===== config.mk =====
export PLATFORM = sky130hd
export DESIGN_NAME = branch_predict_unit
export DESIGN_NICKNAME = d
export VERILOG_FILES = /design/src/rtl/opcodes_pkg.sv /design/src/rtl/branch_predict_unit.sv
export SDC_FILE = /design/constraint.sdc
export NUM_CORES = 1
export LEC_CHECK = 0
export CAP_MARGIN = 5
export CORE_ASPECT_RATIO = 0.75
export CORE_UTILIZATION = 25
export DETAILED_ROUTE_END_ITERATION = 7
export DONT_BUFFER_PORTS = 1
export GPL_ROUTABILITY_DRIVEN = 1
export PLACE_DENSITY = 0.45
export SLEW_MARGIN = 20
export SYNTH_ARGS = -nofsm -noshare
export SYNTH_HDL_FRONTEND = slang
export SYNTH_SLANG_ARGS = --single-unit
export TNS_END_PERCENT = 100

===== constraint.sdc =====
create_clock -name clk -period 4 [get_ports clk]
set_input_delay 0.8 -clock clk [delete_from_list [all_inputs] [get_ports clk]]
set_output_delay 0.8 -clock clk [all_outputs]
set_load 0.01 [all_outputs]

===== src/rtl/opcodes_pkg.sv =====
// Instruction word type and mask/match pairs for the control-transfer opcodes.
package opcodes_pkg;

    localparam int unsigned ILEN = 32;

    typedef logic [ILEN-1:0] instruction_t;

    typedef struct packed {
        instruction_t mask;
        instruction_t match;
    } op_match_t;

    localparam op_match_t M_JAL  = '{mask: 32'h0000_007F, match: 32'h0000_006F};
    localparam op_match_t M_JALR = '{mask: 32'h0000_707F, match: 32'h0000_0067};
    localparam op_match_t M_BEQ  = '{mask: 32'h0000_707F, match: 32'h0000_0063};
    localparam op_match_t M_BNE  = '{mask: 32'h0000_707F, match: 32'h0000_1063};
    localparam op_match_t M_BLT  = '{mask: 32'h0000_707F, match: 32'h0000_4063};
    localparam op_match_t M_BGE  = '{mask: 32'h0000_707F, match: 32'h0000_5063};
    localparam op_match_t M_BLTU = '{mask: 32'h0000_707F, match: 32'h0000_6063};
    localparam op_match_t M_BGEU = '{mask: 32'h0000_707F, match: 32'h0000_7063};

    function automatic logic op_is(instruction_t instr, op_match_t m);
        return (instr & m.mask) == m.match;
    endfunction

endpackage


===== src/rtl/branch_predict_unit.sv =====
// Execute-stage branch unit: architectural PC, JAL/JALR/branch resolution,
// 2-bit saturating-counter BHT and saturating branch/mispredict statistics.
module branch_predict_unit
    import opcodes_pkg::*;
#(
    parameter int unsigned     XLEN        = 32,
    parameter int unsigned     BHT_ENTRIES = 16,
    parameter logic [XLEN-1:0] RESET_PC    = '0,
    parameter int unsigned     STAT_W      = 16
) (
    input  logic              clk,
    input  logic              rst,
    input  instruction_t      instr,
    input  logic [XLEN-1:0]   op1,
    input  logic [XLEN-1:0]   op2,
    input  logic [XLEN-1:0]   op3,
    input  logic              enable,
    output logic [XLEN-1:0]   pc_out,
    output logic [XLEN-1:0]   ret_addr,
    output logic              pred_taken,
    output logic              mispredict,
    output logic [STAT_W-1:0] branch_cnt,
    output logic [STAT_W-1:0] mispred_cnt
);

    localparam int unsigned IDX_W = $clog2(BHT_ENTRIES);

    logic [XLEN-1:0]   pc_q, pc_d;
    logic [XLEN-1:0]   ret_q, ret_d;
    logic              mis_q, mis_d;
    logic [STAT_W-1:0] bcnt_q, bcnt_d;
    logic [STAT_W-1:0] mcnt_q, mcnt_d;
    logic [1:0]        bht_q [BHT_ENTRIES];

    logic [IDX_W-1:0]  idx;
    logic [1:0]        ctr, ctr_d;
    logic              bht_we;
    logic              is_br, br_taken;
    logic              eq, lt_s, lt_u;
    logic [XLEN-1:0]   pc_inc, jalr_sum;

    assign idx        = pc_q[IDX_W+1:2];
    assign ctr        = bht_q[idx];
    assign pred_taken = ctr[1];

    assign pc_inc   = pc_q + XLEN'(4);
    assign jalr_sum = op1 + op2;
    assign eq       = (op1 == op2);
    assign lt_s     = ($signed(op1) < $signed(op2));
    assign lt_u     = (op1 < op2);

    // Conditional-branch decode and outcome
    always_comb begin
        is_br    = 1'b1;
        br_taken = 1'b0;
        if      (op_is(instr, M_BEQ))  br_taken = eq;
        else if (op_is(instr, M_BNE))  br_taken = ~eq;
        else if (op_is(instr, M_BLT))  br_taken = lt_s;
        else if (op_is(instr, M_BGE))  br_taken = ~lt_s;
        else if (op_is(instr, M_BLTU)) br_taken = lt_u;
        else if (op_is(instr, M_BGEU)) br_taken = ~lt_u;
        else                           is_br    = 1'b0;
    end

    // Next-state: PC, return address, predictor update and statistics
    always_comb begin
        pc_d   = pc_q;
        ret_d  = ret_q;
        mis_d  = 1'b0;
        bcnt_d = bcnt_q;
        mcnt_d = mcnt_q;
        bht_we = 1'b0;
        ctr_d  = ctr;
        if (enable) begin
            ret_d = pc_inc;
            pc_d  = pc_inc;
            if (op_is(instr, M_JAL)) begin
                pc_d = op1;
            end else if (op_is(instr, M_JALR)) begin
                pc_d = jalr_sum & ~XLEN'(1);
            end else if (is_br) begin
                if (br_taken) pc_d = pc_q + op3;
                bht_we = 1'b1;
                if (br_taken) ctr_d = (ctr == 2'b11) ? ctr : ctr + 2'd1;
                else          ctr_d = (ctr == 2'b00) ? ctr : ctr - 2'd1;
                mis_d = (pred_taken != br_taken);
                if (!(&bcnt_q))          bcnt_d = bcnt_q + STAT_W'(1);
                if (mis_d && !(&mcnt_q)) mcnt_d = mcnt_q + STAT_W'(1);
            end
        end
    end

    always_ff @(posedge clk or negedge rst) begin
        if (!rst) begin
            pc_q   <= RESET_PC;
            ret_q  <= '0;
            mis_q  <= 1'b0;
            bcnt_q <= '0;
            mcnt_q <= '0;
        end else begin
            pc_q   <= pc_d;
            ret_q  <= ret_d;
            mis_q  <= mis_d;
            bcnt_q <= bcnt_d;
            mcnt_q <= mcnt_d;
        end
    end

    // Predictor table resets to weakly not-taken
    always_ff @(posedge clk or negedge rst) begin
        if (!rst) begin
            for (int unsigned i = 0; i < BHT_ENTRIES; i++) bht_q[i] <= 2'b01;
        end else if (bht_we) begin
            bht_q[idx] <= ctr_d;
        end
    end

    assign pc_out      = pc_q;
    assign ret_addr    = ret_q;
    assign mispredict  = mis_q;
    assign branch_cnt  = bcnt_q;
    assign mispred_cnt = mcnt_q;

endmodule

==> results of run 1 <==
[cell usage after synthesis, types with 4 or more instances]
| master | number | area, sq um |
|---|---|---|
| nor4_1 | 9 | 56.30 |
| o211ai_1 | 7 | 52.55 |
| buf_4 | 6 | 45.04 |
| o21ai_1 | 4 | 20.02 |
| and4_1 | 5 | 43.79 |
| a221oi_1 | 5 | 43.79 |
| ha_1 | 100 | 1251 |
| nand2b_1 | 15 | 93.84 |
| or4_1 | 5 | 37.54 |
| nor2b_1 | 10 | 62.56 |
| o221ai_1 | 4 | 35.03 |
| a21o_1 | 15 | 112.6 |
| dfstp_2 | 16 | 420.4 |
| nand4_1 | 19 | 118.9 |
| o21bai_1 | 8 | 60.06 |
| inv_1 | 79 | 296.5 |
| nand3_1 | 33 | 165.2 |
| a311oi_1 | 4 | 35.03 |
| and2_1 | 6 | 37.54 |
| mux2_2 | 15 | 168.9 |
| o31ai_1 | 5 | 37.54 |
| and3_1 | 28 | 175.2 |
| or2_2 | 6 | 37.54 |
| clkbuf_1 | 29 | 108.9 |
| buf_1 | 7 | 26.28 |
| mux4_2 | 9 | 202.7 |
| nor3b_1 | 5 | 37.54 |
| nor3_1 | 8 | 40.04 |
| a31oi_1 | 12 | 75.07 |
| xor2_1 | 54 | 473.0 |
| xnor2_1 | 60 | 525.5 |
| buf_2 | 6 | 30.03 |
| a211oi_1 | 16 | 120.1 |
| a21oi_1 | 105 | 525.5 |
| o21ai_0 | 107 | 535.5 |
| dfrtp_1 | 113 | 2828 |
| nand2_1 | 138 | 518.0 |
| mux2i_1 | 21 | 210.2 |
| o22ai_1 | 4 | 25.02 |
| nor2_1 | 125 | 469.2 |
[kinds of logic after synthesis]
group                    after synthesis  synth area share [%]
adder cells (fa/ha/maj)              103                 11.93
multiplexers                          48                 5.911
AND/OR/NAND/NOR                      426                 18.77
flip-flops                           129                 29.74
buffers and inverters                130                 4.949
XOR/XNOR                             114                 9.142
AO/OA/AOI/OAI                        340                 19.57
[worst reg2reg max path: cells and delay by family, from the launching register on]
kind | cells | cell delay [ns]
xor+xnor | 1 | 0.17
mux | 1 | 0.12
flops | 1 | 0.53
simple gates | 2 | 0.57
compound gates | 6 | 1.44
fa+ha+maj | 1 | 0.46
[metal layers]
layer,routed length (um),GRT usage (%)
met2,15340,23.62
met3,3265,5.853
met1,19010,24.88
met4,626,5.157
met5,23,0
[power groups by stage]
| stage | Sequential [mW] | Clock, mW | Combinational [mW] |
|---|---|---|---|
| CTS | 1.75 | 1.80 | 1.79 |
| floorplan | 1.71 | 0 | 1.24 |
| detailed placement | 1.77 | 0 | 1.77 |
| global placement | 1.77 | 0 | 1.77 |
| global route | 1.77 | 1.85 | 2.00 |
| finish | 1.74 | 1.74 | 1.80 |
[cell type report]
| cell class | instances | area share [%] |
|---|---|---|
| Antenna cell | 5 | 0.1006 |
| Clock buffer | 19 | 3.562 |
| Clock inverter | 13 | 1.610 |
| Inverter | 79 | 2.385 |
| Multi-Input combinational cell | 1031 | 57.42 |
| Sequential cell | 129 | 26.12 |
| Tap cell | 569 | 5.725 |
| Timing Repair Buffer | 46 | 3.079 |
[registers in the layout, summed over array words and instances, names as in the netlist]
name         flops
mispredict       1
pc_out          32
branch_cnt      16
bht_q           32
ret_addr        32
mispred_cnt     16
[worst max path at each step]
stage / from / to / slack, ns / depth (start not counted)
finish: op2[8] / mispred_cnt[10] / 0.54 / 13
global route: pc_out[0] / pc_out[24] / 0.33 / 12
CTS: op2[8] / mispred_cnt[15] / 0.55 / 13
detailed placement: op2[8] / mispred_cnt[15] / 0.09 / 13
global placement: op2[8] / mispred_cnt[10] / 0.20 / 13
floorplan: op2[14] / mispred_cnt[1] / 0.50 / 14
[stage by stage]
step / hold slack (ns) / instances / utilization, % / worst slack (ns) / total power, mW
2_1_floorplan: 0.4416 / 1290 / - / 0.4955 / 2.949
3_3_place_gp: 0.4578 / 1854 / 27.70 / 0.2016 / 3.544
3_5_place_dp: 0.4685 / 1854 / 27.70 / 0.09186 / 3.541
4_1_cts: 0.03849 / 1886 / 29.21 / 0.5483 / 5.329
5_1_grt: 0.03184 / 1890 / 29.23 / 0.3289 / 5.609
6_report: 0.06223 / 1891 / 29.24 / 0.5379 / 5.273
==> summary by stage, run 1 <==
Critical path
The data arrival at the endpoint of the critical path is about 3.8 ns. The data required time of the worst path is 4.35 ns. The endpoint identified for the worst register-to-register timing path is pc_out[31].

Counting both buffers and inverters, the worst setup path holds a total of 2. The signal on the critical path passes through inv_1 -> ha_1 -> nand4_1 -> nor4_2 -> o21ai_2 -> a31oi_4 -> mux2i_1 -> o211ai_2 -> a22o_2 -> mux2i_4 -> buf_12 -> nor4b_2 -> xor2_1. The worst reg2reg path depth is 11. In this design, the largest share of critical-path delay is due to compound AO/OA/AOI/OAI gates. The delay contributed by the slowest stage of the critical path is 0.42 ns. The largest individual stage delay along the critical path comes from the cell a22o_2. The worst register-to-register path begins at pc_out[12]. The critical path start-end classification is primary input to flip-flop. The largest fanout on the critical path is 16.

Across all register-to-register paths, the minimum setup slack is 0.62 ns. The kind of capture point of the worst setup path is a flip-flop. STA classifies the critical path startpoint as a primary input.

Route
Using the TritonRoute via totals, the vias-per-cell ratio works out to around 5. In the final routed layout, each cell accounts on average for 20.24 um. The wire length after detailed routing is between 30000 and 40000 um. The number of violations reported at the end of detailed-routing iteration 0 is 711.

The via total after detailed routing is 9465. The first TritonRoute pass finished after 5 iterations. The final antenna-violating net count is 0.

The number of design rule violations left after detail routing is 0.

Status
The flow ran to the end, and the final reports show no timing, DRC or antenna violations.

Cells and area
The sequential cell area is between 3000 and 4000 sq um. The area growth from synthesis to layout is 13.86%. The count of filler cells inserted in the layout is 4543. In the final layout, the multi-input gates occupy about 7100 sq um. The fraction of final layout cells sized beyond drive strength 1 is 11.85%. The library cell used most frequently in the layout, excluding fill and tap cells, is nand2_1.

In the layout the commonest cells are 138 x nand2_1, 125 x nor2_1, 113 x dfrtp_1, 107 x o21ai_0, 105 x a21oi_1. The final layout contains roughly 1500 nets. The finished cells cover 12440 sq um.

Clocking
TritonCTS built the clock tree. The total CTS buffers is 17. CTS saw 129 sinks. The tree is rooted in a clkbuf_16.

No sink is reached through more buffers than the 2 on the longest clock path. The number of hold buffers added after CTS was 0. At the later pin of the worst-skew pair, clock insertion delay measures 0.43 ns. The count of buffers added by post-CTS timing repair for setup is 0.

Clock-pin slew was measured on the worst setup and hold paths at 0.07 ns. The number of gates given a new drive strength after cts is 0. The H-tree was split into 4 levels.

Power
Cell internal power was estimated by the tool at 3.275 mW. The proportion of power drawn by the clock network is 33.0%. In this run the power density over the cells is 424.0 nW/um^2.

Across the VDD grid, the largest voltage drop is 0.2595 mV. The combinational group share of total power is 34.1%. The net switching share of the total power is 37.88%. The net switching power is 1.997 mW. For this design the static power due to leakage is 5.425 nW. Registers are responsible for 32.9% of the overall power.

Yosys
The portion of the post-synthesis area used by sequential elements is 29.74%. The flip-flop and latch count after synthesis is 129. Among all flip-flop cells after synthesis, the most frequent one is dfrtp_1. The synthesized instance count is 1290. Yosys mapped the design onto between 80 and 90 distinct sky130hd cell types. In this run the cell area of the synthesized design comes to roughly 11000 sq um. The synthesized area divided by synthesized cell count is 8.466 sq um. During synthesis, Yosys emitted a total of 0 warnings. The number of enable-type register cells in the synthesized netlist is 0. The number of nets in the synthesized netlist is 1523.

The share of synthesized flip-flops with an asynchronous set or reset is 100.0%.

Floorplan
The die boundary width is about 240 um. The placeable core area is 42530 sq um. The floorplan step set the die height to 183.0 um. The initial cell density of the core is 25.68%.

The number of placement rows is 65. The number of top-level pins is 229. The floorplan die area is 44540 sq um.

Placed design
The total half-perimeter wirelength after legalization and detailed placement is 30390 um. At the end of routability-driven placement, the weighted congestion stood at 0.8731. After detailed placement, the total cell area comes to 11780 sq um. In this run the tool buffered the top-level ports with 0 buffer cells.

Min path
The kind of path behind the tightest hold check is primary input to asynchronous set/reset pin.

Timing
The worst-margin pin slew is 0.7352 ns. The max-slew violation count came to 0. The final hold violation count is 0.

Setup violations remaining at the end of the flow were counted as 0. The maximum clock rate is approximately 290 MHz. After routing, the total negative slack on setup checks comes to 0 ns. Setup repair after global routing left no endpoint under its margin.

On the final layout, the worst clock skew is approximately 0.011 ns. The clock period could shrink to 3.462 ns. The worst slew margin relative to its limit is 50.99%. The part of the cycle the worst path needs is between 80 and 90%.

Global route
The number of global-route vias before repair is 9289. The global-route wire length before repair is 58350 um. The aggregate global routing overflow is 0. The pin count of the biggest net entering global routing is 130. Global routing consumed, over all layers together, 17.20% of the routing resources.

The number of antenna violations at the first check in global routing was 7.

Run
The max-capacitance violation count is 0.
No activity file was read; power rests on OpenSTA's default activity.
==> run 2, diff against run 1 <==
--- a/config.mk
+++ b/config.mk
@@ -5,9 +5,11 @@
 export SDC_FILE = /design/constraint.sdc
 export NUM_CORES = 1
 export LEC_CHECK = 0
+export ABC_AREA = 1
 export CAP_MARGIN = 5
 export CORE_ASPECT_RATIO = 0.75
 export CORE_UTILIZATION = 25
+export CTS_BUF_LIST = sky130_fd_sc_hd__clkbuf_4 sky130_fd_sc_hd__clkbuf_8 sky130_fd_sc_hd__clkbuf_16
 export DETAILED_ROUTE_END_ITERATION = 7
 export DONT_BUFFER_PORTS = 1
 export GPL_ROUTABILITY_DRIVEN = 1
==> run 2 against run 1 <==
  * Synthesized area up 13%
  * Sequential power up 6%
  * Clock power down 3%
  * Die area up 13%
  * Sequential cell count unchanged
  * Clock skew up 0.0012 ns
  * Worst setup slack better by 0.25 ns
  * Combinational power up 59%
  * Register-to-register slack better by 0.17 ns
  * Cell count up 34%
  * Via count up 27%
  * Non-clock buffer count down 8
  * Critical path type is now flip-flop to flip-flop
==> summary by stage, run 2 <==
Clocking
The clock insertion delay at the later pin of the skew report was 0.44 ns (was 0.43 ns). The clock tree from TritonCTS is yes (unchanged). The CTS clock-pin slew for the worst setup and hold paths is 0.06 ns (was 0.07 ns). The total CTS buffers is 17 (unchanged). The cell at the root of the clock tree is clkbuf_16 (unchanged).

The count of buffers added by post-CTS timing repair for setup is 0 (unchanged). The number of buffers on the longest clock path is 2 (unchanged). The quantity of hold-fixing buffers added after cts was 0 (unchanged). The sink count of the clock tree is 129 (unchanged). The H-tree depth is 4 (unchanged). The number of gates given a new drive strength after cts was 0 (unchanged).

Global route
The overall track demand over capacity in global routing is 19.24% (was 17.20%). The global-route wire length before repair came to 72840 um (was 58350 um). The pin count of the biggest net entering global routing is 130 (unchanged). The number of global-route vias before repair is 11560 (was 9289). The aggregate global routing overflow was 0 (unchanged). The number of antenna violations at the first check in global routing is 0 (was 7).

Power
The proportion of power drawn by the clock network came to 26.5% (was 33.0%). The net switching power came to 2.930 mW (was 1.997 mW). The power per unit of standard cell area came to 463.1 nW/um^2 (was 424.0 nW/um^2). The design internal power is 3.473 mW (was 3.275 mW). The net switching share of the total power is 45.76% (was 37.88%). The sequential power share is 28.8% (was 32.9%).

The leakage power figure is 6.908 nW (was 5.425 nW). The maximum ir drop on the vdd rail is 0.2520 mV (was 0.2595 mV). The total power draw is 6.403 mW (was 5.273 mW). The combinational group share of total power is 44.7% (was 34.1%).

Yosys
The portion of the post-synthesis area used by sequential elements was 26.34% (was 29.74%). The number of enable-type register cells in the synthesized netlist came to 0 (unchanged). The commonest register cell after synthesis is dfrtp_1 (unchanged). The area share of the largest cell type after synthesis is 22.93% (was 25.89%). The top cell type by total area after synthesis is dfrtp_1 (unchanged). The share of synthesized flip-flops with an asynchronous set or reset is 100.0% (unchanged). The cell area after synthesis is 12330 sq um (was 10920 sq um).

The number of distinct library cells after synthesis is 55 (was 83). The most common cell in the netlist is nand2_1 (unchanged). The synthesized instance count is 1859 (was 1290). Cells taking the most area after synthesis: dfrtp_1 23%, nand2_1 15%, ha_1 10%, inv_1 8.5%, nand3_1 5.4% (was dfrtp_1 26%, ha_1 11%, o21ai_0 4.9%, a21oi_1 4.8%, xnor2_1 4.8%).

List of most frequent post-synthesis cells: 488 x nand2_1, 280 x inv_1, 133 x nand3_1, 132 x nor2_1, 125 x o21ai_0 (was 138 x nand2_1, 125 x nor2_1, 113 x dfrtp_1, 107 x o21ai_0, 105 x a21oi_1). The flip-flop and latch count after synthesis was 129 (unchanged). The yosys synthesis warning count is 0 (unchanged). The number of nets in the synthesized netlist is 2092 (was 1523).

The synthesized area divided by synthesized cell count is 6.634 sq um (was 8.466 sq um).

Placed design
The total half-perimeter wirelength after legalization and detailed placement is 39550 um (was 30390 um). The worst setup slack after placement was 0.3972 ns (was 0.09186 ns). The number of buffer cells added on primary ports is 0 (unchanged). The final weighted congestion in routability-driven placement is 0.8881 (was 0.8731).

Timing
Unrepaired setup endpoints after global routing: no (unchanged). The part of the cycle the worst path needs is 80.30% (was 86.55%). The shortest period the worst path allows is 3.212 ns (was 3.462 ns). The total negative slack for setup checks is 0 ns (unchanged). The maximum clock rate was 311.3 MHz (was 288.8 MHz). The final worst setup slack came to 0.7882 ns (was 0.5379 ns). The worst slew margin relative to its limit is 43.01% (was 50.99%). The max-slew violation count is 0 (unchanged). The worst-margin pin slew is 0.8548 ns (was 0.7352 ns).

The final setup violation count was 0 (unchanged). The final hold violation count is 0 (unchanged). The worst clock skew was 0.01242 ns (was 0.01117 ns).

Critical path
The worst reg2reg path startpoint is pc_out[0] (was pc_out[12]). The largest fanout on the critical path was 4 (was 16). The cell class contributing the biggest share of worst-path delay is compound AO/OA/AOI/OAI gates (unchanged). The worst setup slack for register-to-register paths is 0.79 ns (was 0.62 ns). The startpoint class of the critical path is a flip-flop (was primary input).

The critical path start-end classification is flip-flop to flip-flop (was primary input to flip-flop). The kind of capture point of the worst setup path is a flip-flop (unchanged). The delay contributed by the slowest stage of the critical path is 0.45 ns (was 0.42 ns). The data arrival at the endpoint of the critical path is 3.54 ns (was 3.81 ns). The worst reg2reg path depth was 18 (was 11). The library cell contributing the largest single delay on the critical path is dfrtp_1 (was a22o_2). The cell type with the highest occurrence count on the critical path is nand2_1. The number of buffers and inverters on the critical path is 2 (unchanged). The data required time of the worst path is 4.33 ns (was 4.35 ns). Cell Chain, Critical Path: ha_1 -> fa_1 -> nand3_1 -> nand3_1 -> a21boi_0 -> inv_1 -> a21oi_1 -> inv_1 -> nand2_1 -> nand2_1 -> nand2_1 -> nand2_1 -> xnor2_1 -> nand2_1 -> o21ai_0 -> o21bai_1 -> nand2_1 -> nand2_1 (was inv_1 -> ha_1 -> nand4_1 -> nor4_2 -> o21ai_2 -> a31oi_4 -> mux2i_1 -> o211ai_2 -> a22o_2 -> mux2i_4 -> buf_12 -> nor4b_2 -> xor2_1). The worst reg2reg path endpoint was pc_out[22] (was pc_out[31]).

Route
The first-pass iteration count of the detailed router is 7 (was 5). The average wire length per cell after detail routing is 19.15 um (was 20.24 um). The via total after detailed routing is 12040 (was 9465). The wire length after detailed routing was 48420 um (was 38270 um).

The number of design rule violations left after detail routing was 0 (unchanged). The per-cell via count in the routed design was 4.760 (was 5.005). The number of violations reported at the end of detailed-routing iteration 0 is 894 (was 711). The final antenna-violating net count is 0 (unchanged).

Floorplan
The y dimension of the die is 194.4 um (was 183.0 um). The number of placement rows is 70 (was 65). The placeable core area is 48700 sq um (was 42530 sq um). The die boundary width is 258.5 um (was 243.4 um). The floorplan die area is 50230 sq um (was 44540 sq um). The number of top-level pins was 229 (unchanged). The initial cell density of the core came to 25.33% (was 25.68%).

Cells and area
The leading cell type in the layout, fill and taps excluded was nand2_1 (unchanged). The fraction of final layout cells sized beyond drive strength 1 is 7.549% (was 11.85%). The antenna diode instance count is 0 (was 5). Commonest cells after routing, fill and taps aside: 487 x nand2_1, 279 x inv_1, 133 x nand3_1, 131 x nor2_1, 125 x o21ai_0 (was 138 x nand2_1, 125 x nor2_1, 113 x dfrtp_1, 107 x o21ai_0, 105 x a21oi_1).

The number of nets in the layout is 2101 (was 1537). The synthesis-to-finish area growth is 12.09% (was 13.86%).

Status
Outcome: completed (unchanged).

Run
The max-capacitance violation count came to 0 (unchanged).

Min path
The kind of path behind the tightest hold check is primary input to asynchronous set/reset pin (unchanged).
[run 2: how the worst max path moves through the flow]
stage | startpoint | end | slack, ns | cells after the start
after floorplan | op3[0] | pc_out[22] | 1.10 | 18
after global placement | op3[0] | pc_out[22] | 0.45 | 18
after detailed placement | instr[3] | branch_cnt[15] | 0.40 | 15
after CTS | pc_out[0] | pc_out[22] | 0.78 | 18
after global routing | pc_out[0] | pc_out[22] | 0.50 | 18
final | pc_out[0] | pc_out[22] | 0.79 | 18
[run 2: power by group through the flow]
| stage | sequential, mW | combinational (mW) | clock (mW) |
|---|---|---|---|
| after global routing | 1.87 | 3.17 | 1.79 |
| final | 1.85 | 2.86 | 1.69 |
| after CTS | 1.84 | 2.83 | 1.75 |
| after global placement | 1.86 | 2.82 | 0 |
| after detailed placement | 1.87 | 2.80 | 0 |
| after floorplan | 1.80 | 1.89 | 0 |
[run 2: routing by layer]
metal / up-vias / global-route usage [%] / part of all wire (%)
met2: 375 / 26.04 / 39
met4: 0 / 3.309 / 1.0
met3: 31 / 6.534 / 9.5
met1: 5607 / 29.07 / 51
li1: 6024 / - / -
met5: - / 0 / 0
[run 2: cell type report]
type / instances / area [sq um]
Inverter: 289 / 1085
Timing Repair Buffer: 38 / 297.8
Tap cell: 648 / 810.8
Clock buffer: 19 / 446.7
Sequential cell: 129 / 3248
Multi-Input combinational cell: 1393 / 7760
Clock inverter: 13 / 176.4
Fill cell: 5446 / 34870
[run 2: logic make-up (layout without fill, tap and decap cells)]
logic type      Yosys count  after routing  share of synthesized area [%]
simple gates            886            886                          31.70
compound gates          317            317                          14.41
fa+ha+maj               102            102                          10.47
xor+xnor                 88             88                          6.249
flops                   129            129                          26.34
buf+inv                 337            359                          10.83
[run 2: metrics by stage]
step | hold WS [ns] | instances | utilization, % | instance area, sq um
after CTS | 0.01917 | 2529 | 28.39 | 13820
after global routing | 0.02998 | 2529 | 28.39 | 13820
after global placement | 0.4551 | 2497 | 27.11 | 13200
after detailed placement | 0.4628 | 2497 | 27.11 | 13200
after floorplan | 0.4439 | 1859 | - | 12330
final | 0.06082 | 2529 | 28.39 | 13820
[run 2: worst register-to-register path, stage by stage, from the launching register on]
cell	delay [ns]
dfrtp_1	0.45
ha_1	0.24
fa_1	0.41
nand3_1	0.10
nand3_1	0.14
a21boi_0	0.36
inv_1	0.08
a21oi_1	0.28
inv_1	0.08
nand2_1	0.07
nand2_1	0.08
nand2_1	0.07
nand2_1	0.06
xnor2_1	0.20
nand2_1	0.09
o21ai_0	0.17
o21bai_1	0.10
nand2_1	0.07
nand2_1	0.04
